## src/rtl/dice_pkg.sv

```systemverilog
// Shared types and constants for the dice display driver: die selection,
// controller states, per-die face counts and special segment patterns.
package dice_pkg;

  typedef enum logic [1:0] {
    D4  = 2'b00,
    D6  = 2'b01,
    D8  = 2'b10,
    D20 = 2'b11
  } die_t;

  typedef enum logic [1:0] {
    IDLE,
    WAIT,
    CONVERT,
    SHOW
  } state_t;

  // Indexed by die_t; entry 0 is the d4.
  localparam logic [3:0][7:0] FACES = {8'd20, 8'd8, 8'd6, 8'd4};

  localparam logic [6:0] SEG_BLANK = 7'h00;
  localparam logic [6:0] SEG_DASH  = 7'h40;
  localparam logic [3:0] BCD_BLANK = 4'hF;

endpackage

```

## src/rtl/dice_display_driver_seg7.sv

```systemverilog
// Combinational BCD to seven-segment decoder, segments a..g on bits 0..6,
// active-high. Non-decimal codes decode to a blank digit.
module seg7_decoder
  import dice_pkg::*;
(
  input  logic [3:0] bcd,
  output logic [6:0] seg
);

  always_comb begin
    case (bcd)
      4'd0:    seg = 7'h3F;
      4'd1:    seg = 7'h06;
      4'd2:    seg = 7'h5B;
      4'd3:    seg = 7'h4F;
      4'd4:    seg = 7'h66;
      4'd5:    seg = 7'h6D;
      4'd6:    seg = 7'h7D;
      4'd7:    seg = 7'h07;
      4'd8:    seg = 7'h7F;
      4'd9:    seg = 7'h6F;
      default: seg = SEG_BLANK;
    endcase
  end

endmodule

```

## src/rtl/dice_display_driver.sv

```systemverilog
// Captures the rolled value, range-checks it, converts it to BCD by double-dabble
// and drives a multiplexed 2-digit display. LEADING_ZERO_BLANK_EN blanks a zero tens digit.
module dice_display_driver
  import dice_pkg::*;
#(
  parameter int CAPTURE_DELAY = 2,
  parameter int REFRESH_BITS  = 10
) (
  input  logic       clk,
  input  logic       reset,
  input  logic       roll,
  input  logic [1:0] die_select,
  input  logic [7:0] rolled_number,
  output logic [6:0] seg,
  output logic [1:0] digit_sel,
  output logic       busy,
  output logic       valid,
  output logic       range_err
);

  localparam int DW = (CAPTURE_DELAY > 1) ? $clog2(CAPTURE_DELAY) : 1;
  localparam logic [DW-1:0] DELAY_LOAD = DW'(CAPTURE_DELAY - 1);

  state_t                  state_q, state_d;
  die_t                    die_q, die_d;
  logic [DW-1:0]           delay_q, delay_d;
  logic [2:0]              iter_q, iter_d;
  logic [7:0]              bin_q, bin_d;
  logic [11:0]             bcd_q, bcd_d;
  logic                    range_err_q, range_err_d;
  logic                    busy_q, busy_d;
  logic                    valid_q, valid_d;
  logic [3:0]              disp_tens_q, disp_tens_d;
  logic [3:0]              disp_ones_q, disp_ones_d;
  logic                    disp_dash_q, disp_dash_d;
  logic [REFRESH_BITS-1:0] refresh_q, refresh_d;
  logic [1:0]              digit_sel_q, digit_sel_d;
  logic [6:0]              seg_q, seg_d;

  logic [11:0] bcd_adj;
  logic [19:0] dd_shift;
  logic [3:0]  seg_nibble;
  logic [6:0]  dec_seg;

  // One double-dabble iteration: add 3 to any digit >= 5, then shift in the next binary bit.
  always_comb begin
    bcd_adj = bcd_q;
    for (int n = 0; n < 3; n++) begin
      if (bcd_q[4*n +: 4] >= 4'd5) begin
        bcd_adj[4*n +: 4] = bcd_q[4*n +: 4] + 4'd3;
      end
    end
    dd_shift = {bcd_adj, bin_q} << 1;
  end

  always_comb begin
    state_d     = state_q;
    die_d       = die_q;
    delay_d     = delay_q;
    iter_d      = iter_q;
    bin_d       = bin_q;
    bcd_d       = bcd_q;
    range_err_d = range_err_q;
    busy_d      = busy_q;
    valid_d     = valid_q;
    disp_tens_d = disp_tens_q;
    disp_ones_d = disp_ones_q;
    disp_dash_d = disp_dash_q;
    case (state_q)
      IDLE, SHOW: begin
        if (roll) begin
          state_d = WAIT;
          die_d   = die_t'(die_select);
          delay_d = DELAY_LOAD;
          busy_d  = 1'b1;
          valid_d = 1'b0;
        end
      end
      WAIT: begin
        if (delay_q == '0) begin
          state_d     = CONVERT;
          bin_d       = rolled_number;
          bcd_d       = '0;
          iter_d      = '0;
          range_err_d = (rolled_number == 8'd0) || (rolled_number > FACES[die_q]);
        end else begin
          delay_d = delay_q - DW'(1);
        end
      end
      CONVERT: begin
        bcd_d  = dd_shift[19:8];
        bin_d  = dd_shift[7:0];
        iter_d = iter_q + 3'd1;
        if (iter_q == 3'd7) begin
          state_d = SHOW;
          busy_d  = 1'b0;
          valid_d = 1'b1;
          // A nonzero hundreds digit means the value cannot fit on two digits.
          if (dd_shift[19:16] != 4'd0) begin
            disp_dash_d = 1'b1;
            disp_tens_d = BCD_BLANK;
            disp_ones_d = BCD_BLANK;
          end else begin
            disp_dash_d = 1'b0;
            disp_ones_d = dd_shift[11:8];
`ifdef LEADING_ZERO_BLANK_EN
            disp_tens_d = (dd_shift[15:12] == 4'd0) ? BCD_BLANK : dd_shift[15:12];
`else
            disp_tens_d = dd_shift[15:12];
`endif
          end
        end
      end
      default: state_d = IDLE;
    endcase
  end

  // seg is computed from the next digit select and next digit contents so the pair always agrees.
  always_comb begin
    refresh_d   = refresh_q + REFRESH_BITS'(1);
    digit_sel_d = (&refresh_q) ? ~digit_sel_q : digit_sel_q;
    seg_nibble  = digit_sel_d[1] ? disp_tens_d : disp_ones_d;
    seg_d       = disp_dash_d ? SEG_DASH : dec_seg;
  end

  seg7_decoder u_seg7 (
    .bcd (seg_nibble),
    .seg (dec_seg)
  );

  always_ff @(posedge clk or posedge reset) begin
    if (reset) begin
      state_q     <= IDLE;
      die_q       <= D4;
      delay_q     <= '0;
      iter_q      <= '0;
      bin_q       <= '0;
      bcd_q       <= '0;
      range_err_q <= 1'b0;
      busy_q      <= 1'b0;
      valid_q     <= 1'b0;
      disp_tens_q <= BCD_BLANK;
      disp_ones_q <= BCD_BLANK;
      disp_dash_q <= 1'b0;
      refresh_q   <= '0;
      digit_sel_q <= 2'b01;
      seg_q       <= SEG_BLANK;
    end else begin
      state_q     <= state_d;
      die_q       <= die_d;
      delay_q     <= delay_d;
      iter_q      <= iter_d;
      bin_q       <= bin_d;
      bcd_q       <= bcd_d;
      range_err_q <= range_err_d;
      busy_q      <= busy_d;
      valid_q     <= valid_d;
      disp_tens_q <= disp_tens_d;
      disp_ones_q <= disp_ones_d;
      disp_dash_q <= disp_dash_d;
      refresh_q   <= refresh_d;
      digit_sel_q <= digit_sel_d;
      seg_q       <= seg_d;
    end
  end

  assign seg       = seg_q;
  assign digit_sel = digit_sel_q;
  assign busy      = busy_q;
  assign valid     = valid_q;
  assign range_err = range_err_q;

endmodule

```

## config.mk

```make
export PLATFORM = sky130hd
export DESIGN_NAME = dice_display_driver
export DESIGN_NICKNAME = d
export VERILOG_FILES = /design/src/rtl/dice_pkg.sv /design/src/rtl/dice_display_driver_seg7.sv /design/src/rtl/dice_display_driver.sv
export SDC_FILE = /design/constraint.sdc
export NUM_CORES = 1
export LEC_CHECK = 0
export BUFFER_PORTS_ARGS = -buffer_cell sky130_fd_sc_hd__buf_2
export CAP_MARGIN = 20
export CORE_MARGIN = 10
export CORE_UTILIZATION = 54
export DETAILED_ROUTE_END_ITERATION = 8
export GPL_TIMING_DRIVEN = 0
export HOLD_SLACK_MARGIN = 0.12
export PLACE_DENSITY = 0.76
export SYNTH_ARGS = -nofsm -noshare
export SYNTH_HDL_FRONTEND = slang
export SYNTH_SLANG_ARGS = --single-unit
```

## constraint.sdc

```tcl
create_clock -name clk -period 2.72 [get_ports clk]
set_input_delay 0.136 -clock clk [delete_from_list [all_inputs] [get_ports clk]]
set_output_delay 0.136 -clock clk [all_outputs]
set_load 0.01 [all_outputs]
```

==> results.json, run 1 <==
{
  "status": "finished, final reports clean",
  "setup_viol": 0,
  "layout.nets": 385,
  "antenna_left": 0,
  "worst_pin_slew_ns": 0.688,
  "wl_per_cell_um": 14.7,
  "drv_slew": 0,
  "port_buffers": 24,
  "period_needed_ns": 2.61,
  "slew_headroom_pct": 54.1,
  "grt_pass1_wl_mm": 10.4,
  "via_count": 2328,
  "io_pins": 25,
  "hold_path.class": "in -> reg",
  "regArea_mm2": 0.00149,
  "initial_utilization_pct": 55.8,
  "wl_mm": 6.29,
  "gr-total-overflow": 0,
  "cts_tree": "built",
  "cp_slowest_cell": "dfrtp_1",
  "dieArea_mm2": 0.00916,
  "p_switching_mw": 1.09,
  "viasPerCell": 5.44,
  "cp-end-kind": "flop",
  "timing.critical_path.mode_cell": "ha_2",
  "arrival_ns": 2.86,
  "crit_fanout": 7,
  "drive_above_1_share_pct": 26.1,
  "worst-setup-path-type": "reg -> reg",
  "grt.total_usage_pct": 14.1,
  "synth.distinct_cells": 49,
  "synth.area.top_cells": "dfrtp_1 40%, ha_1 8.5%, dfstp_2 7.6%, o21ai_0 4.5%, nand2_1 3.9%",
  "synth_top_area_cell": "dfrtp_1",
  "fillCellCount": 440,
  "synth.area.mux_share_pct": 6.55,
  "dp.cells": 395,
  "power.internal_mw": 2.07,
  "ys.flop_type": "dfrtp_1",
  "maxCapViolations": 0,
  "yosysWarnings": 0,
  "drtIter0Drc": 115,
  "synth_compound_area_share_pct": 15.0,
  "layout_common_cells": "50 x dfrtp_1, 32 x nand2_1, 28 x o21ai_0",
  "layout_setup_ws_ns": 0.114,
  "post-route-period-util_pct": 95.8,
  "hpwl_mm": 4.25,
  "met3_length_um": 124,
  "syn_inst": 298,
  "n_antenna_cell": 0,
  "p_sw_share_pct": 34.5,
  "synthAdderAreaFrac_pct": 8.49,
  "wl_met1_mm": 2.90,
  "core_area_mm2": 0.00554,
  "clock.fmax_mhz": 384,
  "synth-seq-cells": 59,
  "syn_area_per_cell_um2": 10.4,
  "cts.sinks": 59,
  "grt_pass1_vias": 2303,
  "seqPwrFrac_pct": 38.4,
  "async_reset_ff_share_pct": 100,
  "dr.pass1.iters": 4,
  "place_area_mm2": 0.00332,
  "synth_xor_xnor_area_share_pct": 3.92,
  "rows": 27,
  "start_kind": "flop",
  "finalHoldViolCount": 0,
  "final_cells": 428,
  "synth-simple-area-share_pct": 13.9,
  "clock_path_buffers": 2,
  "cts_root_buffer": "clkbuf_8",
  "syn_to_final_growth_pct": 22.9,
  "worstPathCellList": "ha_2 -> nand2b_4 -> a211oi_2 -> o211a_1 -> buf_6 -> a41oi_4 -> mux2i_2 -> inv_1 -> ha_2 -> or3b_1 -> a31oi_1",
  "topRoutingLayerUsed": "met4",
  "skew_ns": 0.0125,
  "final_common_cell": "dfrtp_1",
  "clkPwrFrac_pct": 27.7,
  "syn_nets": 332,
  "dr_wl_met2_mm": 3.19,
  "dieWidth_um": 95.7,
  "synth_top_family_by_area": "compound AO/OA/AOI/OAI gates",
  "synth_top_area_share_pct": 40.4,
  "synth.cell_area_mm2": 0.00309,
  "cts.clk_slew.worst_paths_ns": 0.07,
  "finish.utilization_pct": 68.7,
  "cts_buffers": 9,
  "clock_latency_ns": 0.33,
  "route.detailed.drc": 0,
  "gp_congestion": 0.811,
  "peakVddDrop_mv": 0.514,
  "grt_max_degree": 40,
  "powerDensity_mw_per_mm2": 830,
  "multi_input_area_mm2": 0.00159,
  "die_h_um": 95.7,
  "cpPeakStageDelay_ns": 0.42,
  "required_ns": 2.97,
  "p_leak_nw": 1.71,
  "power_frac_comb_pct": 33.9,
  "antenna_found_initial": 0,
  "synth_edf_count": 0,
  "fin_area_mm2": 0.00380,
  "htreeDepth": 3,
  "ys_seq_area_share_pct": 48.1,
  "dp_slack_ns": -0.375
}
-- worst max-delay path: cells and delay by family (launching register included) --
kind / cells / cell delay, ns
multiplexers: 1 / 0.22
AND/OR/NAND/NOR: 2 / 0.50
AO/OA/AOI/OAI: 4 / 0.76
adder cells (fa/ha/maj): 2 / 0.38
buffers and inverters: 2 / 0.24
flip-flops: 1 / 0.42
-- per-layer routing --
metal  vias up  GRT usage (%)
met5         -              0
met4         0           5.90
met3        10           3.04
met2        26           23.4
met1      1145           17.5
li1       1147              -
-- cells in the mapped netlist (5+ instances only) --
master,n
a21oi_1,17
a31oi_1,7
clkbuf_1,5
dfrtp_1,50
dfstp_2,9
ha_1,21
inv_1,20
mux2_2,5
mux2i_1,11
nand2_1,32
nand2b_1,8
nand3_1,9
nor2_1,17
nor3b_1,5
o21ai_0,28
xnor2_1,7
xor2_1,5
-- cells by family (layout without fill, tap and decap cells) --
kind of cell	after synthesis	in the layout
muxes	18	18
and+or+nand+nor	85	85
xor gates and xnor gates	13	13
DFF	59	59
buffers and inverters	29	87
AOI/OAI and AO/OA	73	73
adders and majority gates	21	21
-- sequential cells by signal, indices dropped and copies added (netlist names), 3 cells and up --
signal / count
seg: 7
disp_tens_q: 4
bin_q: 8
iter_q: 3
bcd_q: 12
refresh_q: 10
disp_ones_q: 4
-- power groups by stage --
stage               registers, mW  logic (mW)  clock network [mW]
floorplan                    1.22       0.751                   0
global placement             1.21       0.987                   0
detailed placement           1.22        1.03                   0
CTS                          1.21        1.05               0.894
global route                 1.24        1.21               0.928
finish                       1.21        1.07               0.873
-- per-stage QoR --
stage / setup TNS, ns / power [mW] / hold WS [ns]
2_1_floorplan: 0 / 1.97 / 0.286
3_3_place_gp: -0.387 / 2.20 / 0.369
3_5_place_dp: -0.766 / 2.25 / 0.170
4_1_cts: 0 / 3.16 / 0.129
5_1_grt: -0.0329 / 3.38 / 0.177
6_report: 0 / 3.16 / 0.134
-- final timing paths --
path                                   from             end  slack, ns  cells after the start
setup / recovery                   bcd_q[8]          seg[5]       0.11                     11
hold / removal             rolled_number[7]        bin_q[7]       0.13                      3
setup reg to reg                   bcd_q[8]          seg[5]       0.11                     11
hold reg to reg                refresh_q[0]    refresh_q[0]       0.47                      1
max in group asynchronous             reset  disp_tens_q[0]       1.75                      4
min in group asynchronous             reset    refresh_q[8]       0.35                      3
-- repair_timing --
action,in CTS,in global routing
resized for setup,5,16
hold endpoints to repair,23,0
pin swaps,2,8
buffers inserted,6,6
endpoints found under the setup margin,6,4
hold buffers,6,0
-- cell type report --
type,instances,area share (%)
Timing Repair Buffer,43,7.63
Inverter,20,1.97
Multi-Input combinational cell,210,41.9
Sequential cell,59,39.1
Tap cell,72,2.37
Clock buffer,12,3.82
Buffer,8,1.28
Clock inverter,4,1.94
(Power assumes the default switching activity.)
==> run 2, diff against run 1 <==
--- a/config.mk
+++ b/config.mk
@@ -5,14 +5,14 @@
 export SDC_FILE = /design/constraint.sdc
 export NUM_CORES = 1
 export LEC_CHECK = 0
-export BUFFER_PORTS_ARGS = -buffer_cell sky130_fd_sc_hd__buf_2
 export CAP_MARGIN = 20
 export CORE_MARGIN = 10
-export CORE_UTILIZATION = 54
+export CORE_UTILIZATION = 55
 export DETAILED_ROUTE_END_ITERATION = 8
+export DONT_BUFFER_PORTS = 1
 export GPL_TIMING_DRIVEN = 0
 export HOLD_SLACK_MARGIN = 0.12
-export PLACE_DENSITY = 0.76
+export PLACE_DENSITY = 0.73
 export SYNTH_ARGS = -nofsm -noshare
 export SYNTH_HDL_FRONTEND = slang
 export SYNTH_SLANG_ARGS = --single-unit
==> results.json, run 2 (synthesis gave the netlist of run 1 again) <==
{
  "maxCapViolations": 0,
  "crit_fanout": 5,
  "arrival_ns": 2.96,
  "setup_viol": 0,
  "gr-total-overflow": 0,
  "multi_input_area_mm2": 0.00162,
  "power_mw": 3.16,
  "via_count": 2294,
  "largest_reg_flops": 12,
  "grt_max_degree": 33,
  "n_antenna_cell": 0,
  "setup_tns_ns": 0,
  "clock.fmax_mhz": 370,
  "syn_to_final_growth_pct": 22.8,
  "grt.total_usage_pct": 15.0,
  "wl_mm": 6.42,
  "io_pins": 25,
  "regArea_mm2": 0.00149,
  "core_area_mm2": 0.00547,
  "clock_latency_ns": 0.34,
  "wl_per_cell_um": 15.5,
  "gp_congestion": 0.769,
  "powerDensity_mw_per_mm2": 832,
  "fin_area_mm2": 0.00380,
  "period_needed_ns": 2.70,
  "clock_path_buffers": 2,
  "rsz0062_at_grt": "true",
  "reg.largest.list": "bcd_q (12), refresh_q (10), bin_q (8)",
  "final_cells": 413,
  "required_ns": 2.98,
  "cts_root_buffer": "clkbuf_8",
  "finalHoldViolCount": 0,
  "place_area_mm2": 0.00320,
  "die_h_um": 95.0,
  "hold_path.class": "in -> reg",
  "drv_slew": 0,
  "slew_headroom_pct": 56.4,
  "p_leak_nw": 1.66,
  "dp.cells": 371,
  "grt_pass1_vias": 2313,
  "dr.pass1.iters": 4,
  "fillCellCount": 425,
  "antenna_left": 0,
  "hpwl_mm": 4.18,
  "port_buffers": 0,
  "final_common_cell": "dfrtp_1",
  "drtIter0Drc": 125,
  "regMostFlops": "bcd_q",
  "skew_ns": 0.0143,
  "cts_buffers": 9,
  "initial_utilization_pct": 56.5,
  "layout.nets": 370,
  "worst_pin_slew_ns": 0.654,
  "antenna_found_initial": 0,
  "start_kind": "flop",
  "peakVddDrop_mv": 0.649,
  "dieWidth_um": 95.0,
  "cts.sinks": 59,
  "status": "finished, final reports clean",
  "htreeDepth": 3,
  "drive_above_1_share_pct": 22.0,
  "rows": 27,
  "cts.clk_slew.worst_paths_ns": 0.07,
  "viasPerCell": 5.55,
  "worst-setup-path-type": "reg -> reg",
  "route.detailed.drc": 0,
  "grt_pass1_wl_mm": 10.8,
  "cts_tree": "built",
  "dieArea_mm2": 0.00903,
  "post-route-period-util_pct": 99.3,
  "layout_common_cells": "49 x dfrtp_1, 32 x nand2_1, 28 x o21ai_0",
  "cp-end-kind": "flop"
}
[run 2: area by class of cell]
type                    count  area share (%)
multi-input cells         210            42.8
flip-flops and latches     59            39.2
repair buffers             28            6.82
clock buffers              15            4.91
well taps                  72            2.37
inverters                  20            1.98
plain buffers               8            1.19
clock inverters             1           0.791
[run 2: final timing paths]
check | from | to | slack (ns) | cells after the start
min in group asynchronous | reset | state_q[0] | 0.34 | 2
max | bcd_q[8] | seg[5] | 0.02 | 11
max in group asynchronous | reset | disp_tens_q[3] | 1.73 | 3
min reg2reg | refresh_q[0] | refresh_q[0] | 0.47 | 1
min | roll | valid | 0.16 | 3
max reg2reg | bcd_q[8] | seg[5] | 0.02 | 11
[run 2: critical path: stages, from the launching register on]
cell and delay [ns]:
dfrtp_2 0.46, ha_4 0.18, nand2b_4 0.15, a211oi_4 0.27, o211a_1 0.23, buf_6 0.15, a41oi_4 0.13, mux2i_2 0.21
inv_1 0.09, ha_2 0.19, or3b_4 0.39, a31oi_4 0.18
[run 2: per-stage QoR]
stage / util [%] / hold slack (ns) / setup slack, ns
2_1_floorplan: - / 0.286 / 0.0463
3_3_place_gp: 58.2 / 0.287 / -0.293
3_5_place_dp: 58.6 / 0.138 / -0.428
4_1_cts: 66.3 / 0.135 / 0.0240
5_1_grt: 69.4 / 0.179 / -0.0708
6_report: 69.4 / 0.157 / 0.0204
[run 2: report_power, final]
group          internal, mW  switching (mW)
combinational         0.449           0.611
clock                 0.525           0.333
sequential             1.09           0.149
total                  2.07            1.09
[run 2: metal layers]
metal	global-route usage, %	vias up	part of all wire [%]
met3	3.89	13	4.5
met4	7.61	0	2.3
met1	18.2	1117	45
met5	0	-	0
met2	24.1	46	49
li1	-	1118	-
[run 2: what timing repair did]
action,in CTS,in global routing
setup buffers,5,7
pin swaps,3,8
endpoints found under the setup margin,7,7
gates resized for setup,6,20
hold buffers,14,0
gates cloned,0,1
endpoints found under the hold margin,40,0
